==> config.mk <==
export PLATFORM = sky130hd
export DESIGN_NAME = corriente_display_driver
export DESIGN_NICKNAME = d
export VERILOG_FILES = /design/src/rtl/corriente_disp_pkg.sv /design/src/rtl/corriente_display_driver_bin2bcd_step.sv /design/src/rtl/corriente_display_driver.sv
export SDC_FILE = /design/constraint.sdc
export NUM_CORES = 1
export LEC_CHECK = 0
export CAP_MARGIN = 20
export CORE_UTILIZATION = 45
export DETAILED_ROUTE_END_ITERATION = 8
export DONT_BUFFER_PORTS = 1
export PLACE_DENSITY_LB_ADDON = 0.05
export SLEW_MARGIN = 10
export SYNTH_ARGS = -nofsm -noshare
export SYNTH_HDL_FRONTEND = slang
export SYNTH_SLANG_ARGS = --single-unit
==> constraint.sdc <==
create_clock -name clk -period 4.6 [get_ports clk]
set_input_delay 0.46 -clock clk [delete_from_list [all_inputs] [get_ports clk]]
set_output_delay 0.46 -clock clk [all_outputs]
set_load 0.03 [all_outputs]
==> src/rtl/corriente_disp_pkg.sv <==
// ---------------------------------------------------------------------------
// corriente_disp_pkg
// Shared definitions for the current-setpoint display driver:
//   - BCD / binary widths
//   - conversion FSM state encoding
//   - active-low 7-segment codes, bit order {g,f,e,d,c,b,a}
//   - seg_encode(): BCD nibble -> segment code (non-decimal nibbles blank)
// ---------------------------------------------------------------------------
package corriente_disp_pkg;

  localparam int BCD_W = 16;
  localparam int BIN_W = 10;

  typedef enum logic [1:0] {
    IDLE = 2'd0,
    CONV = 2'd1,
    DONE = 2'd2
  } state_e;

  // Active-low, {g,f,e,d,c,b,a}
  localparam logic [6:0] SEG_0     = 7'h40;
  localparam logic [6:0] SEG_1     = 7'h79;
  localparam logic [6:0] SEG_2     = 7'h24;
  localparam logic [6:0] SEG_3     = 7'h30;
  localparam logic [6:0] SEG_4     = 7'h19;
  localparam logic [6:0] SEG_5     = 7'h12;
  localparam logic [6:0] SEG_6     = 7'h02;
  localparam logic [6:0] SEG_7     = 7'h78;
  localparam logic [6:0] SEG_8     = 7'h00;
  localparam logic [6:0] SEG_9     = 7'h10;
  localparam logic [6:0] SEG_BLANK = 7'h7F;

  function automatic logic [6:0] seg_encode(input logic [3:0] nib);
    logic [6:0] code;
    case (nib)
      4'd0:    code = SEG_0;
      4'd1:    code = SEG_1;
      4'd2:    code = SEG_2;
      4'd3:    code = SEG_3;
      4'd4:    code = SEG_4;
      4'd5:    code = SEG_5;
      4'd6:    code = SEG_6;
      4'd7:    code = SEG_7;
      4'd8:    code = SEG_8;
      4'd9:    code = SEG_9;
      default: code = SEG_BLANK;
    endcase
    return code;
  endfunction

endpackage

==> src/rtl/corriente_display_driver_bin2bcd_step.sv <==
// ---------------------------------------------------------------------------
// bin2bcd_step
// One combinational iteration of the shift-add-3 (double dabble) algorithm on
// a {bcd[15:0], bin[9:0]} working vector: every BCD nibble >= 5 gets +3, then
// the whole vector shifts left by one bit.
// Ports:
//   vec_i  in  26  working vector before the iteration
//   vec_o  out 26  working vector after add-3 and shift
// ---------------------------------------------------------------------------
module bin2bcd_step
  import corriente_disp_pkg::*;
(
  input  logic [BCD_W+BIN_W-1:0] vec_i,
  output logic [BCD_W+BIN_W-1:0] vec_o
);

  logic [BCD_W+BIN_W-1:0] adj;

  always_comb begin
    adj = vec_i;
    for (int i = 0; i < BCD_W / 4; i++) begin
      if (vec_i[BIN_W + 4*i +: 4] >= 4'd5) begin
        adj[BIN_W + 4*i +: 4] = vec_i[BIN_W + 4*i +: 4] + 4'd3;
      end
    end
    vec_o = {adj[BCD_W+BIN_W-2:0], 1'b0};
  end

endmodule

==> src/rtl/corriente_display_driver.sv <==
// ---------------------------------------------------------------------------
// corriente_display_driver
// Converts two 10-bit current setpoints to BCD (serial shift-add-3, both
// channels in parallel) and scans the 8 resulting digits onto a common-anode
// 7-segment display. Digits 7..4 show val_a, digits 3..0 show val_b.
//
// Optional feature macro: LEADING_ZERO_BLANK_EN
//   defined   : leading zeros above the units digit of each 4-digit group
//               are blanked
//   undefined : all digits always shown
//
// Parameters:
//   REFRESH_BITS  scan counter width (top 3 bits select the digit), >= 3
//   CONV_STEPS    shift-add-3 iterations, equal to the input width (10)
// Ports:
//   clk    in   1   system clock
//   reset  in   1   asynchronous active-high reset
//   val_a  in   10  adjustable setpoint, binary
//   val_b  in   10  preset setpoint, binary
//   busy   out  1   conversion in progress
//   bcd_a  out  16  BCD of val_a ([15:12] thousands .. [3:0] units)
//   bcd_b  out  16  BCD of val_b
//   an     out  8   digit enables, active-low, an[0] = rightmost
//   seg    out  7   segments {g,f,e,d,c,b,a}, active-low
//   dp     out  1   decimal point, active-low, always off
//
// Handshake: none. The block watches val_a/val_b continuously; busy is a
// status flag only. bcd_a/bcd_b change only on the edge busy falls.
// FSM state is visible as state_q for debug.
// ---------------------------------------------------------------------------
module corriente_display_driver
  import corriente_disp_pkg::*;
#(
  parameter int REFRESH_BITS = 17,
  parameter int CONV_STEPS   = 10
) (
  input  logic                    clk,
  input  logic                    reset,
  input  logic [BIN_W-1:0]        val_a,
  input  logic [BIN_W-1:0]        val_b,
  output logic                    busy,
  output logic [BCD_W-1:0]        bcd_a,
  output logic [BCD_W-1:0]        bcd_b,
  output logic [7:0]              an,
  output logic [6:0]              seg,
  output logic                    dp
);

  localparam int WORK_W = BCD_W + BIN_W;

  state_e                  state_q, state_d;
  logic [3:0]              step_q, step_d;
  logic                    busy_q, busy_d;
  logic [BIN_W-1:0]        shadow_a_q, shadow_a_d;
  logic [BIN_W-1:0]        shadow_b_q, shadow_b_d;
  logic [WORK_W-1:0]       work_a_q, work_a_d, work_a_nx;
  logic [WORK_W-1:0]       work_b_q, work_b_d, work_b_nx;
  logic [BCD_W-1:0]        bcd_a_q, bcd_a_d;
  logic [BCD_W-1:0]        bcd_b_q, bcd_b_d;
  logic [REFRESH_BITS-1:0] cnt_q, cnt_d;
  logic [7:0]              an_q, an_d;
  logic [6:0]              seg_q, seg_d;

  logic [2:0]              idx;
  logic [BCD_W-1:0]        grp;
  logic [3:0]              nib;
  logic                    blank;

  bin2bcd_step u_step_a (.vec_i(work_a_q), .vec_o(work_a_nx));
  bin2bcd_step u_step_b (.vec_i(work_b_q), .vec_o(work_b_nx));

  // Conversion FSM next-state
  always_comb begin
    state_d    = state_q;
    step_d     = step_q;
    busy_d     = busy_q;
    shadow_a_d = shadow_a_q;
    shadow_b_d = shadow_b_q;
    work_a_d   = work_a_q;
    work_b_d   = work_b_q;
    bcd_a_d    = bcd_a_q;
    bcd_b_d    = bcd_b_q;
    case (state_q)
      IDLE: begin
        // Both channels are recaptured together so one pass covers both.
        if ((val_a != shadow_a_q) || (val_b != shadow_b_q)) begin
          shadow_a_d = val_a;
          shadow_b_d = val_b;
          work_a_d   = {{BCD_W{1'b0}}, val_a};
          work_b_d   = {{BCD_W{1'b0}}, val_b};
          step_d     = 4'd0;
          busy_d     = 1'b1;
          state_d    = CONV;
        end
      end
      CONV: begin
        work_a_d = work_a_nx;
        work_b_d = work_b_nx;
        step_d   = step_q + 4'd1;
        if (step_q == 4'(CONV_STEPS - 1)) begin
          state_d = DONE;
        end
      end
      DONE: begin
        bcd_a_d = work_a_q[BIN_W +: BCD_W];
        bcd_b_d = work_b_q[BIN_W +: BCD_W];
        busy_d  = 1'b0;
        state_d = IDLE;
      end
      default: begin
        state_d = IDLE;
        busy_d  = 1'b0;
      end
    endcase
  end

  // Scan: digit select from the counter MSBs, outputs registered one cycle
  // behind the counter.
  always_comb begin
    cnt_d = cnt_q + 1'b1;
    idx   = cnt_q[REFRESH_BITS-1 -: 3];
    grp   = idx[2] ? bcd_a_q : bcd_b_q;
    nib   = grp[4*idx[1:0] +: 4];
    blank = 1'b0;
`ifdef LEADING_ZERO_BLANK_EN
    // A digit is blank when it and every more-significant digit of its
    // group are zero; the units digit is never blanked.
    case (idx[1:0])
      2'd3:    blank = (grp[15:12] == 4'd0);
      2'd2:    blank = (grp[15:8]  == 8'd0);
      2'd1:    blank = (grp[15:4]  == 12'd0);
      default: blank = 1'b0;
    endcase
`endif
    an_d  = ~(8'd1 << idx);
    seg_d = blank ? SEG_BLANK : seg_encode(nib);
  end

  always_ff @(posedge clk or posedge reset) begin
    if (reset) begin
      state_q    <= IDLE;
      step_q     <= 4'd0;
      busy_q     <= 1'b0;
      shadow_a_q <= '0;
      shadow_b_q <= '0;
      work_a_q   <= '0;
      work_b_q   <= '0;
      bcd_a_q    <= '0;
      bcd_b_q    <= '0;
      cnt_q      <= '0;
      an_q       <= 8'hFF;
      seg_q      <= SEG_BLANK;
    end else begin
      state_q    <= state_d;
      step_q     <= step_d;
      busy_q     <= busy_d;
      shadow_a_q <= shadow_a_d;
      shadow_b_q <= shadow_b_d;
      work_a_q   <= work_a_d;
      work_b_q   <= work_b_d;
      bcd_a_q    <= bcd_a_d;
      bcd_b_q    <= bcd_b_d;
      cnt_q      <= cnt_d;
      an_q       <= an_d;
      seg_q      <= seg_d;
    end
  end

  assign busy  = busy_q;
  assign bcd_a = bcd_a_q;
  assign bcd_b = bcd_b_q;
  assign an    = an_q;
  assign seg   = seg_q;
  assign dp    = 1'b1;

endmodule

# Word level (Yosys, flattened, before mapping)

Memories as Yosys holds them, arrays and structs flattened. A register that Yosys moved wholly into a read port is not among the register bits.
Cells that the tools add are included.

Add/subtract/negate cells: 10
$mul: 0
Div/mod/pow operators: 0
$lt $le $gt $ge: 8
Equality and inequality tests: 7
Shift operators: 2
Multiplexer cells: 20
Bitwise gates (word level): 2
Reduce and logical (&&, ||, !) cells: 7

Operator list:

| cell                    | count |
|---|---|
| $pmux W26 S2            | 2 |
| $mux W26                | 2 |
| $ge A4 B3 Y1 const B    | 8 |
| $mux W4                 | 7 |
| $add A4 B2 Y4 const B   | 6 |
| $ne A10 B10 Y1          | 2 |
| $add A17 B1 Y17 const B | 1 |
| $mux W16                | 1 |
| $shiftx A16 B5 Y4       | 1 |
| $not A8 Y8              | 1 |
| $pmux W4 S2             | 1 |
| $reduce_and A2 Y1       | 4 |
| $shl A1 B3 Y8 const A   | 1 |
| $add A3 B2 Y3 const B   | 2 |
| $mux W3                 | 2 |
| $add A4 B1 Y4 const B   | 1 |
| $eq A4 B4 Y1 const B    | 1 |
| $mux W2                 | 2 |
| $ne A2 B2 Y1 const B    | 2 |
| $pmux W2 S2             | 1 |
| $eq A2 B1 Y1 const B    | 1 |
| $eq A2 B2 Y1 const B    | 1 |
| $logic_not A2 Y1        | 1 |
| $pmux W1 S2             | 1 |
| other kinds (4)         | 4 |

Register bits after elaboration: 136
Latch bits: 0
Memory bits (writable): 0
ROM bits: 112
Output and inout port bits: 49
Word-level logic and storage cells: 68
Memories: 1

Memories:

| name             | words | bits a word | read ports | clocked after Yosys merged registers in | wr ports | RTL line                 | text |
|---|---|---|---|---|---|---|---|
| (name not given) | 16    | 7           | 1          | 1                                       | 0        | corriente_disp_pkg.sv:35 | `case (nib)` |

# Logic depth before layout (Yosys ltp)

Depth in word-level cells: 4
Mapped depth: 9
Depth with buffers taken out: 8

# By module

A second synthesis with hierarchy kept.

Cell total of the unflattened synthesis: 589
Area, all modules: 7150.6 µm²

Modules (own cells, without submodules):

| module                   | times used | cells an instance | area an instance (µm²) |
|---|---|---|---|
| corriente_display_driver | 1          | 445               | 6207.2 |
| bin2bcd_step             | 2          | 72                | 471.7 |

# Worst setup path after synthesis

Ideal clock, no wire load.

Path type: input to register
Start: input port val_b[8]
End: register work_a_q[1]
Arrival time: 2.025 ns
Setup slack: 2.447 ns
Stages: 6
Buffers on the path: 1
Path through: xor2_1 -> nor4_1 -> nand3_1 -> o31ai_4 -> buf_4 -> mux2_1

Cells in the longest elaborated chain, start to end: 4

RTL lines:

| item                        | RTL line                        | text |
|---|---|---|
| start, declared             | corriente_display_driver.sv:40  | `input logic [BIN_W-1:0] val_b,` |
| $ne A10 B10 Y1              | corriente_display_driver.sv:86  | `if ((val_a != shadow_a_q) \|\| (val_b != shadow_b_q)) begin` |
| $logic_or A1 B1 Y1          | corriente_display_driver.sv:86  |  |
| $ne A2 B2 Y1 (no line)      | --                              |  |
| $reduce_and A2 Y1 (no line) | --                              |  |
| end signal, assigned        | corriente_display_driver.sv:159 | `work_a_q <= work_a_d;` |
| end, declared               | corriente_display_driver.sv:56  | `logic [WORK_W-1:0] work_a_q, work_a_d, work_a_nx;` |

Every way passes these cells.
A chain may end at the register's enable or synchronous reset.

# Worst setup path after layout

Start: register cnt_q[16]
End: register seg_q[5] (netlist: seg[5])

Cells in the longest elaborated chain, start to end: 2

RTL lines:

| item                   | RTL line                        | text |
|---|---|---|
| start, declared        | corriente_display_driver.sv:60  | `logic [REFRESH_BITS-1:0] cnt_q, cnt_d;` |
| start signal, assigned | corriente_display_driver.sv:163 | `cnt_q <= cnt_d;` |
| $mux W16               | corriente_display_driver.sv:122 | `grp = idx[2] ? bcd_a_q : bcd_b_q;` |
| $shiftx A16 B5 Y4      | corriente_display_driver.sv:123 | `nib = grp[4*idx[1:0] +: 4];` |
| end, declared          | corriente_display_driver.sv:62  | `logic [6:0] seg_q, seg_d;` |

Every way passes these cells.

==> flow_summary.json <==
{
  "start_util_pct": 46.7,
  "final_common_cell": "dfrtp_1",
  "drtPass1Iterations": 6,
  "gp_congestion": 0.788,
  "ys_dominant_reg_cell": "dfrtp_1",
  "synth_cell_types": 46,
  "switching_share_pct": 38.6,
  "synth_top_cell_by_area": "dfrtp_1",
  "synth_xor_xnor_area_share_pct": 5.48,
  "drc": 4,
  "cts_buffers": 17,
  "p_seq_share_pct": 45.0,
  "hold_viol_final": 0,
  "antenna_found_initial": 0,
  "route.met2.wl_mm": 6.52,
  "tns_ns": 0,
  "synth_nets": 662,
  "holdCritPathClass": "in2reg",
  "wl_per_cell_um": 17.2,
  "io-pin-count": 71,
  "final_cell_mix": "128 x dfrtp_1, 94 x nand2_1, 49 x mux2_2",
  "finalClockSkew_ns": 0.00896,
  "coreArea_mm2": 0.0147,
  "rows": 44,
  "root_buffer": "clkbuf_16",
  "worstPathArrival_ns": 3.05,
  "multiInputGateArea_mm2": 0.00304,
  "min_from": "val_b[2]",
  "finalCritPeriodShare_pct": 58.8,
  "drt_iter0_drc": 293,
  "synth_area_leaders": "dfrtp_1 47%, mux2_2 8.0%, dfstp_2 5.7%, nand2_1 5.1%, ha_1 4.4%",
  "synthArstFlopShare_pct": 100,
  "fin_ws_ns": 1.89,
  "dp_hpwl_mm": 9.36,
  "via_count": 4386,
  "setup-violations-final": 0,
  "overflow": 0,
  "die-area_mm2": 0.0158,
  "violations": "DRC",
  "syn2layout_area_growth_pct": 11.4,
  "chipHeight_um": 126,
  "netlist.area_leader.share_pct": 46.6,
  "r2r_start": "cnt_q[16]$_DFF_PP0_",
  "grt_pass1_vias": 4364,
  "endpoint_kind": "register",
  "synthAdderAreaFrac_pct": 4.37,
  "cts.clk_slew.worst_paths_ns": 0.06,
  "power_uw": 5530,
  "p_int_uw": 3390,
  "die_w_um": 126,
  "wl_met1_mm": 6.58,
  "crit_path_start": "cnt_q[16]$_DFF_PP0_",
  "synth-compound-area-share_pct": 11.5,
  "fillers": 1321,
  "rsz0062_at_grt": "false",
  "synth-edff-count": 0,
  "synth_top_family_by_area": "multiplexers",
  "synthSimpleGateAreaFrac_pct": 11.2,
  "vdd_drop_max_mv": 0.325,
  "power.density_mw_per_mm2": 722,
  "comb_power_share_pct": 30.2,
  "tightest_slew_ns": 0.942,
  "synth_mux_area_share_pct": 11.5,
  "yosys_warnings": 0,
  "crit_path_start_kind": "register",
  "grt_pass1_wl_mm": 23.3,
  "grt_max_degree": 111,
  "slew_headroom_pct": 37.2,
  "min_period_ns": 2.71,
  "critPathKind": "reg2reg",
  "maxUsedRoutingLayer": "met4",
  "slew_violations": 0,
  "final_layout_size_suffix_gt1_share_pct": 17.6,
  "pre_cts_ws_ns": 1.72,
  "htreeDepth": 4,
  "critical_path_required_ns": 4.95,
  "insertedDiodeCount": 0,
  "route.antenna.remaining_nets": 0,
  "netlist_instances": 616,
  "seqCellArea_mm2": 0.00360,
  "viasPerCell": 5.41,
  "fin_nets": 659,
  "cts_tree": "built",
  "grt_usage_pct": 19.1,
  "p_sw_uw": 2130,
  "clockBufferDepth": 2,
  "post_cts_buffers": 0,
  "fin_hold_ws_ns": 0.174,
  "max_freq_mhz": 369,
  "pwr-share-clk_pct": 24.8,
  "p_leak_uw": 0.00350,
  "ys_seq_elements": 143,
  "path_max_fanout": 18,
  "syn_area_per_cell_um2": 11.2,
  "clk_latency_ns": 0.42,
  "maxCapViolCount": 0,
  "netlist_area_mm2": 0.00687,
  "routed_wl_mm": 13.9,
  "ys_seq_area_share_pct": 52.4,
  "met3WireLength_um": 672,
  "post-route-util_pct": 52.0,
  "cts_sinks": 143,
  "port_buffers": 0,
  "status": "complete, but fails checks"
}
[cell type report]
cell class / instances / share of cell area [%]
multi-input combinational: 415 / 39.8
timing repair buffer: 6 / 0.981
inverter: 30 / 1.54
clock inverter: 15 / 2.13
sequential: 143 / 47.0
clock buffer: 17 / 5.56
tap: 184 / 3.01
[worst max-delay path, cell delays in order, from the launching register on]
cell	delay (ns)
dfrtp_1	0.75
nor2b_1	0.39
a221oi_1	0.14
o21ai_0	0.48
inv_1	0.19
ha_1	0.26
mux2_2	0.27
a21oi_1	0.15
[sequential cells by signal, summed over array words and instances (netlist names), 8 cells and up]
register	flops
work_b_q	26
work_a_q	26
an	8
shadow_b_q	10
cnt_q	17
bcd_a	16
shadow_a_q	10
bcd_b	16
[timing repair]
| action | 4_1_cts | 5_1_grt |
|---|---|---|
| endpoints found under the setup margin | 0 | 0 |
| resized for setup | 0 | 0 |
| hold buffers | 0 | 1 |
| hold endpoints to repair | 0 | 18 |
[cell usage after synthesis (2+ instances only)]
master and n:
a211oi_1 3, a21o_1 5, a21oi_1 29, a221oi_1 3
a22o_1 18, and3_1 4, buf_2 9, buf_4 4
clkbuf_1 14, dfrtp_1 128, dfstp_2 15, ha_1 24
inv_1 30, mux2_1 13, mux2_2 49, mux2i_1 5
mux4_2 2, nand2_1 94, nand2b_1 11, nand3_1 12
nand4_1 2, nor2_1 9, nor2b_1 5, nor3_1 3
nor3b_1 15, nor4_1 5, o21a_1 2, o21ai_0 29
o221ai_1 2, o2bb2ai_1 15, xnor2_1 19, xor2_1 24
[final timing paths]
| kind | cells after the start | end | slack [ns] |
|---|---|---|---|
| worst max register to register | 7 | seg[5]$_DFF_PP1_ | 1.89 |
| worst min-delay path | 1 | shadow_b_q[2]$_DFFE_PP0P_ | 0.17 |
| worst min register to register | 1 | cnt_q[10]$_DFF_PP0_ | 0.48 |
| max in group asynchronous | 3 | bcd_a[13]$_DFFE_PP0N_ | 3.33 |
| min in group asynchronous | 2 | cnt_q[5]$_DFF_PP0_ | 0.51 |
| worst max-delay path | 7 | seg[5]$_DFF_PP1_ | 1.89 |
[power groups by stage]
stage	clock network (uW)	registers [uW]	logic, uW
6_report	1370	2490	1670
5_1_grt	1460	2560	1910
4_1_cts	1410	2490	1690
3_5_place_dp	0	2510	1680
3_3_place_gp	0	2500	1640
2_1_floorplan	0	2340	1410
[metrics by stage]
step                area [um^2]  cells
global route               7650    810
CTS                        7600    807
detailed placement         7010    775
floorplan                  6870    616
global placement           7010    775
finish                     7650    810
[layer usage]
metal	global-route usage, %	vias to the layer above
li1	-	2139
met1	25.5	2174
met2	29.7	62
met3	6.16	11
met4	5.45	0
met5	0	-
[logic make-up (layout without fill, tap and decap cells)]
logic type,count (synthesis),after routing
compound gates,115,115
simple gates,163,163
xor+xnor,43,43
fa+ha+maj,24,24
buf+inv,58,68
flops,143,143
other cells,1,1
mux,69,69
(Power assumes the default switching activity.)
